File: src/rtl/divider_pkg.sv
// rtl/divider_pkg.sv - shared types and constants for the sequential restoring divider
package divider_pkg;

  typedef enum logic [1:0] {
    IDLE   = 2'd0,
    RUN    = 2'd1,
    FINISH = 2'd2
  } div_state_e;

  localparam int DIVIDEND_W = 16;
  localparam int DIVISOR_W  = 8;
  localparam int CNT_W      = 4;

  localparam logic [DIVIDEND_W-1:0] DIV0_QUOTIENT = 16'hFFFF;

endpackage

File: src/rtl/divider_step.sv
// rtl/divider_step.sv - one restoring-division iteration: shift in a dividend bit, trial-subtract
module divider_step #(
  parameter int W = 8
) (
  input  logic [W:0]   r_i,
  input  logic         bit_i,
  input  logic [W-1:0] b_i,
  output logic [W:0]   r_o,
  output logic         q_o
);

  // r_i never exceeds b_i-1, so its top bit is zero; keeping it in t avoids a dangling bit.
  logic [W+1:0] t;

  always_comb begin
    t   = {r_i, bit_i};
    q_o = (t >= {2'b00, b_i});
    r_o = q_o ? (W+1)'(t - {2'b00, b_i}) : t[W:0];
  end

endmodule

File: src/rtl/eight_bit_sequential_divider.sv
// rtl/eight_bit_sequential_divider.sv - iterative divider: FSM, shift registers and result registers
module eight_bit_sequential_divider #(
  parameter int DIVIDEND_W = divider_pkg::DIVIDEND_W,
  parameter int DIVISOR_W  = divider_pkg::DIVISOR_W
) (
  input  logic                  clk,
  input  logic                  rst_n,
  input  logic                  start,
  input  logic [DIVIDEND_W-1:0] dividend_in,
  input  logic [DIVISOR_W-1:0]  divisor_in,
  output logic                  busy,
  output logic                  done,
  output logic [DIVIDEND_W-1:0] quotient,
  output logic [DIVISOR_W-1:0]  remainder,
  output logic                  div_by_zero
);
  import divider_pkg::*;

  localparam int CW = $clog2(DIVIDEND_W);
  localparam logic [CW-1:0] CNT_LAST = CW'(DIVIDEND_W - 1);

  div_state_e            state_q, state_d;
  logic [DIVIDEND_W-1:0] a_q, a_d;
  logic [DIVISOR_W-1:0]  b_q, b_d;
  logic [DIVISOR_W:0]    r_q, r_d;
  logic [DIVIDEND_W-1:0] q_q, q_d;
  logic [CW-1:0]         cnt_q, cnt_d;
  logic                  dz_pend_q, dz_pend_d;
  logic [DIVIDEND_W-1:0] quotient_q, quotient_d;
  logic [DIVISOR_W-1:0]  remainder_q, remainder_d;
  logic                  dbz_q, dbz_d;

  logic [DIVISOR_W:0]    r_next;
  logic                  q_bit;
  logic                  accept;

  divider_step #(.W(DIVISOR_W)) u_step (
    .r_i   (r_q),
    .bit_i (a_q[DIVIDEND_W-1]),
    .b_i   (b_q),
    .r_o   (r_next),
    .q_o   (q_bit)
  );

  always_comb begin
    state_d     = state_q;
    a_d         = a_q;
    b_d         = b_q;
    r_d         = r_q;
    q_d         = q_q;
    cnt_d       = cnt_q;
    dz_pend_d   = 1'b0;
    quotient_d  = quotient_q;
    remainder_d = remainder_q;
    dbz_d       = dbz_q;
    accept      = 1'b0;

    case (state_q)
      IDLE: begin
        // A zero divisor spends one idle cycle here so done lands one edge after the start.
        if (dz_pend_q) begin
          state_d     = FINISH;
          quotient_d  = DIVIDEND_W'(DIV0_QUOTIENT);
          remainder_d = a_q[DIVISOR_W-1:0];
          dbz_d       = 1'b1;
        end else begin
          accept = start;
        end
      end
      RUN: begin
        a_d   = a_q << 1;
        r_d   = r_next;
        q_d   = {q_q[DIVIDEND_W-2:0], q_bit};
        cnt_d = cnt_q + 1'b1;
        if (cnt_q == CNT_LAST) begin
          state_d     = FINISH;
          quotient_d  = {q_q[DIVIDEND_W-2:0], q_bit};
          remainder_d = r_next[DIVISOR_W-1:0];
          dbz_d       = 1'b0;
        end
      end
      FINISH: begin
        state_d = IDLE;
        accept  = start;
      end
      default: state_d = IDLE;
    endcase

    if (accept) begin
      a_d   = dividend_in;
      b_d   = divisor_in;
      r_d   = '0;
      q_d   = '0;
      cnt_d = '0;
      if (divisor_in == '0) begin
        state_d   = IDLE;
        dz_pend_d = 1'b1;
      end else begin
        state_d = RUN;
      end
    end
  end

  always_ff @(posedge clk or negedge rst_n) begin
    if (!rst_n) begin
      state_q     <= IDLE;
      a_q         <= '0;
      b_q         <= '0;
      r_q         <= '0;
      q_q         <= '0;
      cnt_q       <= '0;
      dz_pend_q   <= 1'b0;
      quotient_q  <= '0;
      remainder_q <= '0;
      dbz_q       <= 1'b0;
    end else begin
      state_q     <= state_d;
      a_q         <= a_d;
      b_q         <= b_d;
      r_q         <= r_d;
      q_q         <= q_d;
      cnt_q       <= cnt_d;
      dz_pend_q   <= dz_pend_d;
      quotient_q  <= quotient_d;
      remainder_q <= remainder_d;
      dbz_q       <= dbz_d;
    end
  end

  assign busy        = (state_q == RUN);
  assign done        = (state_q == FINISH);
  assign quotient    = quotient_q;
  assign remainder   = remainder_q;
  assign div_by_zero = dbz_q;

endmodule

File: config.mk
export PLATFORM = sky130hd
export DESIGN_NAME = eight_bit_sequential_divider
export DESIGN_NICKNAME = d
export VERILOG_FILES = /design/src/rtl/divider_pkg.sv /design/src/rtl/divider_step.sv /design/src/rtl/eight_bit_sequential_divider.sv
export SDC_FILE = /design/constraint.sdc
export NUM_CORES = 1
export LEC_CHECK = 0
export CORE_ASPECT_RATIO = 0.7
export CORE_MARGIN = 1.5
export CORE_UTILIZATION = 49
export CTS_CLUSTER_SIZE = 8
export DETAILED_ROUTE_END_ITERATION = 8
export GPL_TIMING_DRIVEN = 0
export PLACE_DENSITY = 0.78
export SLEW_MARGIN = 10
export SYNTH_ARGS = -nofsm -noshare
export SYNTH_HDL_FRONTEND = slang
export SYNTH_SLANG_ARGS = --single-unit
export TNS_END_PERCENT = 20
File: constraint.sdc
create_clock -name clk -period 2.24 [get_ports clk]
set_input_delay 0.448 -clock clk [delete_from_list [all_inputs] [get_ports clk]]
set_output_delay 0.448 -clock clk [all_outputs]
set_load 0.01 [all_outputs]
==> metrics.md <==
| Metric | Value |
|---|---|
| Run status | `complete, but fails checks` |
| Failing checks | `setup timing` |
| Worst-case clock buffer depth | `2` |
| Minimum hold slack | `0.0791 ns` |
| Cell Pwr Density | `1760 mW/mm^2` |
| Asr flop ratio synth | `1.00` |
| Pwr Total | `8.63 mW` |
| Post-Syn Nets | `450` |
| Synthesized cell area | `0.00380 mm^2` |
| Highest-count cells in the layout ignoring fill and taps | `83 x nand2_1, 80 x dfrtp_1, 53 x nor2_1, 51 x clkdlybuf4s50_1, 42 x a21oi_1` |
| Post-synth EDFFs | `0` |
| Detailed router's first-iteration violation count | `278` |
| Critical Path Start Type | `flip-flop` |
| Cell variety after synth | `44` |
| Pin count of the biggest net entering global routing | `45` |
| Setup Total Neg Slack | `-0.209 ns` |
| Setup Viol. Count Final | `6` |
| WL/cell | `16.8 um` |
| Synth Flop Type | `dfrtp_1` |
| Final WS setup | `-0.0620 ns` |
| Die height | `76.6 um` |
| Global placement routability congestion | `0.887` |
| Clk pwr share | `0.143` |
| Crit end category | `flip-flop` |
| Worst Path Arrival | `2.58 ns` |
| Placement row count | `26` |
| # H-tree levels | `3` |
| DRC Markers | `0` |
| R2R cell count | `8` |
| Seq. cell area | `0.00200 mm^2` |
| Relative slew slack | `0.543` |
| Unrepaired setup endpoints after global routing | `yes` |
| Hpwl dp | `6540 um` |
| Core Area | `0.00738 mm^2` |
| Peak supply drop | `691 uV` |
| Worst-Skew Late Latency | `0.36 ns` |
| Diodes inserted | `0` |
| Fillers | `616` |
| FF-to-FF Start | `r_q[4]$_DFFE_PN0P_` |
| Dpl ws | `-0.583 ns` |
| Critical Path Source | `r_q[4]$_DFFE_PN0P_` |
| Period utilisation layout | `1.03` |
| Vias/cell | `5.58` |
| Commonest non-fill, non-tap cell in the layout | `nand2_1` |
| Fmax | `434 MHz` |
| R2r endpoint | `remainder[0]$_DFFE_PN0P_` |
| Area Overhead vs Synth | `29.2%` |
| Worst min path class | `in2async` |
| Switching share of power | `0.427` |
| Area leader, netlist | `dfrtp_1` |
| I/O pin count | `54` |
| Non-Filler Instances | `589` |
| CTS Sinks | `80` |
| Tmin final | `2.30 ns` |
| Logic pwr share | `0.557` |
| Post-synthesis sequential area ratio | `0.527` |
| Layout Nets | `523` |
| Reg clk slew, reported paths | `0.09 ns` |
| Slew @ Worst Pin | `0.679 ns` |
| CTS tree | `done` |
| Yosys warns | `0` |
| Power Internal | `4.94 mW` |
| Initial Util | `0.514` |
| Die area | `0.00829 mm^2` |
| Post-route cell area | `0.00490 mm^2` |
| Number of global-route vias before repair | `3,212` |
| Final core occ | `0.664` |
| First-pass DRT Iterations | `5` |
| Die width | `108 um` |
| WS Path Type | `reg2reg` |
| GRT Residual Overflow | `0` |
| Syn Inst Count | `413` |
| Leak | `2.12 nW` |
| CP max FO | `10` |
| Hold Fails Final Rpt | `0` |
| Avg Synthesized Cell Area | `9.19 um^2` |
| Synth Register Bits | `80` |
| DR vias | `3,286` |
| First-pass GRT wire length | `15,700 um` |
| Antenna Nets Post-Route | `0` |
| Total Routed Length | `9880 um` |
| Part of the power in registers | `0.299` |
| Worst Path Required | `2.52 ns` |
| Fraction of layout cells with a size suffix above 1 | `0.126` |
| Port buffer count | `53` |
| Sw Pwr | `3.69 mW` |
| Layout Skew | `0.0110 ns` |
| TritonCTS buffer count | `9` |
| Tot GR Track Use | `0.245` |
| Max Cap Viol | `0` |
| Worst R2R Setup Slack | `-0.06 ns` |
| Max-slew violation count | `0` |
| Placed Instances | `565` |
| Placed cell area | `0.00447 mm^2` |
| Root buf cell | `clkbuf_8` |
| Yosys top cell area share | `0.527` |
| Ranking of synthesized cells by area | `dfrtp_1 53%, nand2_1 8.3%, a21oi_1 5.7%, nor2_1 5.2%, ha_1 3.0%` |
| Initial antenna violation count | `0` |
| Footprint of the multi-input gates | `0.00177 mm^2` |
-- final cells by class --
type                       count  area share
buffer                        23      0.0214
clock buffer                   9      0.0253
clock inverter                 7      0.0222
inverter                      11     0.00893
multi-input combinational    297       0.361
sequential                    80       0.408
tap                           98      0.0250
timing repair buffer          64       0.128
-- power groups by stage --
stage / logic, mW / registers [mW] / clock network [mW]
after floorplan: 2.68 / 2.56 / 0
after global placement: 3.84 / 2.55 / 0
after detailed placement: 3.97 / 2.57 / 0
after CTS: 4.14 / 2.56 / 1.26
after global routing: 5.25 / 2.66 / 1.32
final: 4.81 / 2.58 / 1.24
-- synth_stat cells, types with 4 or more instances --
library cell / n
nand2_1: 84
dfrtp_1: 80
nor2_1: 53
a21oi_1: 43
clkbuf_1: 19
o21ai_0: 16
a22oi_1: 11
inv_1: 11
mux2i_1: 11
ha_1: 9
nand2b_1: 6
nand3_1: 6
xor2_1: 6
a211oi_1: 5
a31oi_1: 4
buf_1: 4
nand4_1: 4
o21ai_1: 4
-- flip-flops by register name, indices dropped and copies added, names as in the netlist --
register and count:
r_q 9, b_q 8, quotient 16, a_q 16, cnt_q 4, state_q 2, q_q 15, remainder 8
div_by_zero 1, dz_pend_q 1
-- cell families (layout without fill, tap and decap cells) --
group	Yosys count	count (layout)	share of synthesized area
adder cells (fa/ha/maj)	10	10	0.0349
AND/OR/NAND/NOR	168	168	0.186
flip-flops	80	80	0.527
AO/OA/AOI/OAI	99	99	0.160
buffers and inverters	36	114	0.0396
multiplexers	13	13	0.0359
XOR/XNOR	7	7	0.0162
-- per-layer routing --
layer / wire (um) / track usage / share of wire
met3: 710 / 0.0761 / 0.072
met4: 136 / 0.0776 / 0.014
met5: 0 / 0 / 0
met2: 4560 / 0.366 / 0.46
met1: 4470 / 0.340 / 0.45
-- repair_timing --
action | in CTS | in global routing
hold buffers | 0 | 0
pin swaps | 4 | 4
setup endpoints to repair | 17 | 25
gates resized for setup | 12 | 22
setup buffers | 4 | 6
-- how the worst max path moves through the flow --
stage	to	slack, ns	cells after the start
final	remainder[0]$_DFFE_PN0P_	-0.06	8
after global routing	r_q[0]$_DFFE_PN0P_	-0.13	10
after CTS	remainder[0]$_DFFE_PN0P_	-0.04	10
after detailed placement	busy	-0.58	6
after global placement	quotient[7]$_DFFE_PN0P_	-2.09	1
after floorplan	r_q[0]$_DFFE_PN0P_	0.03	10
-- critical path, stage by stage, from the launching register on --
cell	delay, ns
dfrtp_1	0.41
ha_1	0.29
buf_6	0.15
a211oi_4	0.28
o21ai_4	0.09
or3_1	0.38
buf_6	0.17
mux2_4	0.33
o211ai_2	0.14
(Power assumes the default switching activity.)
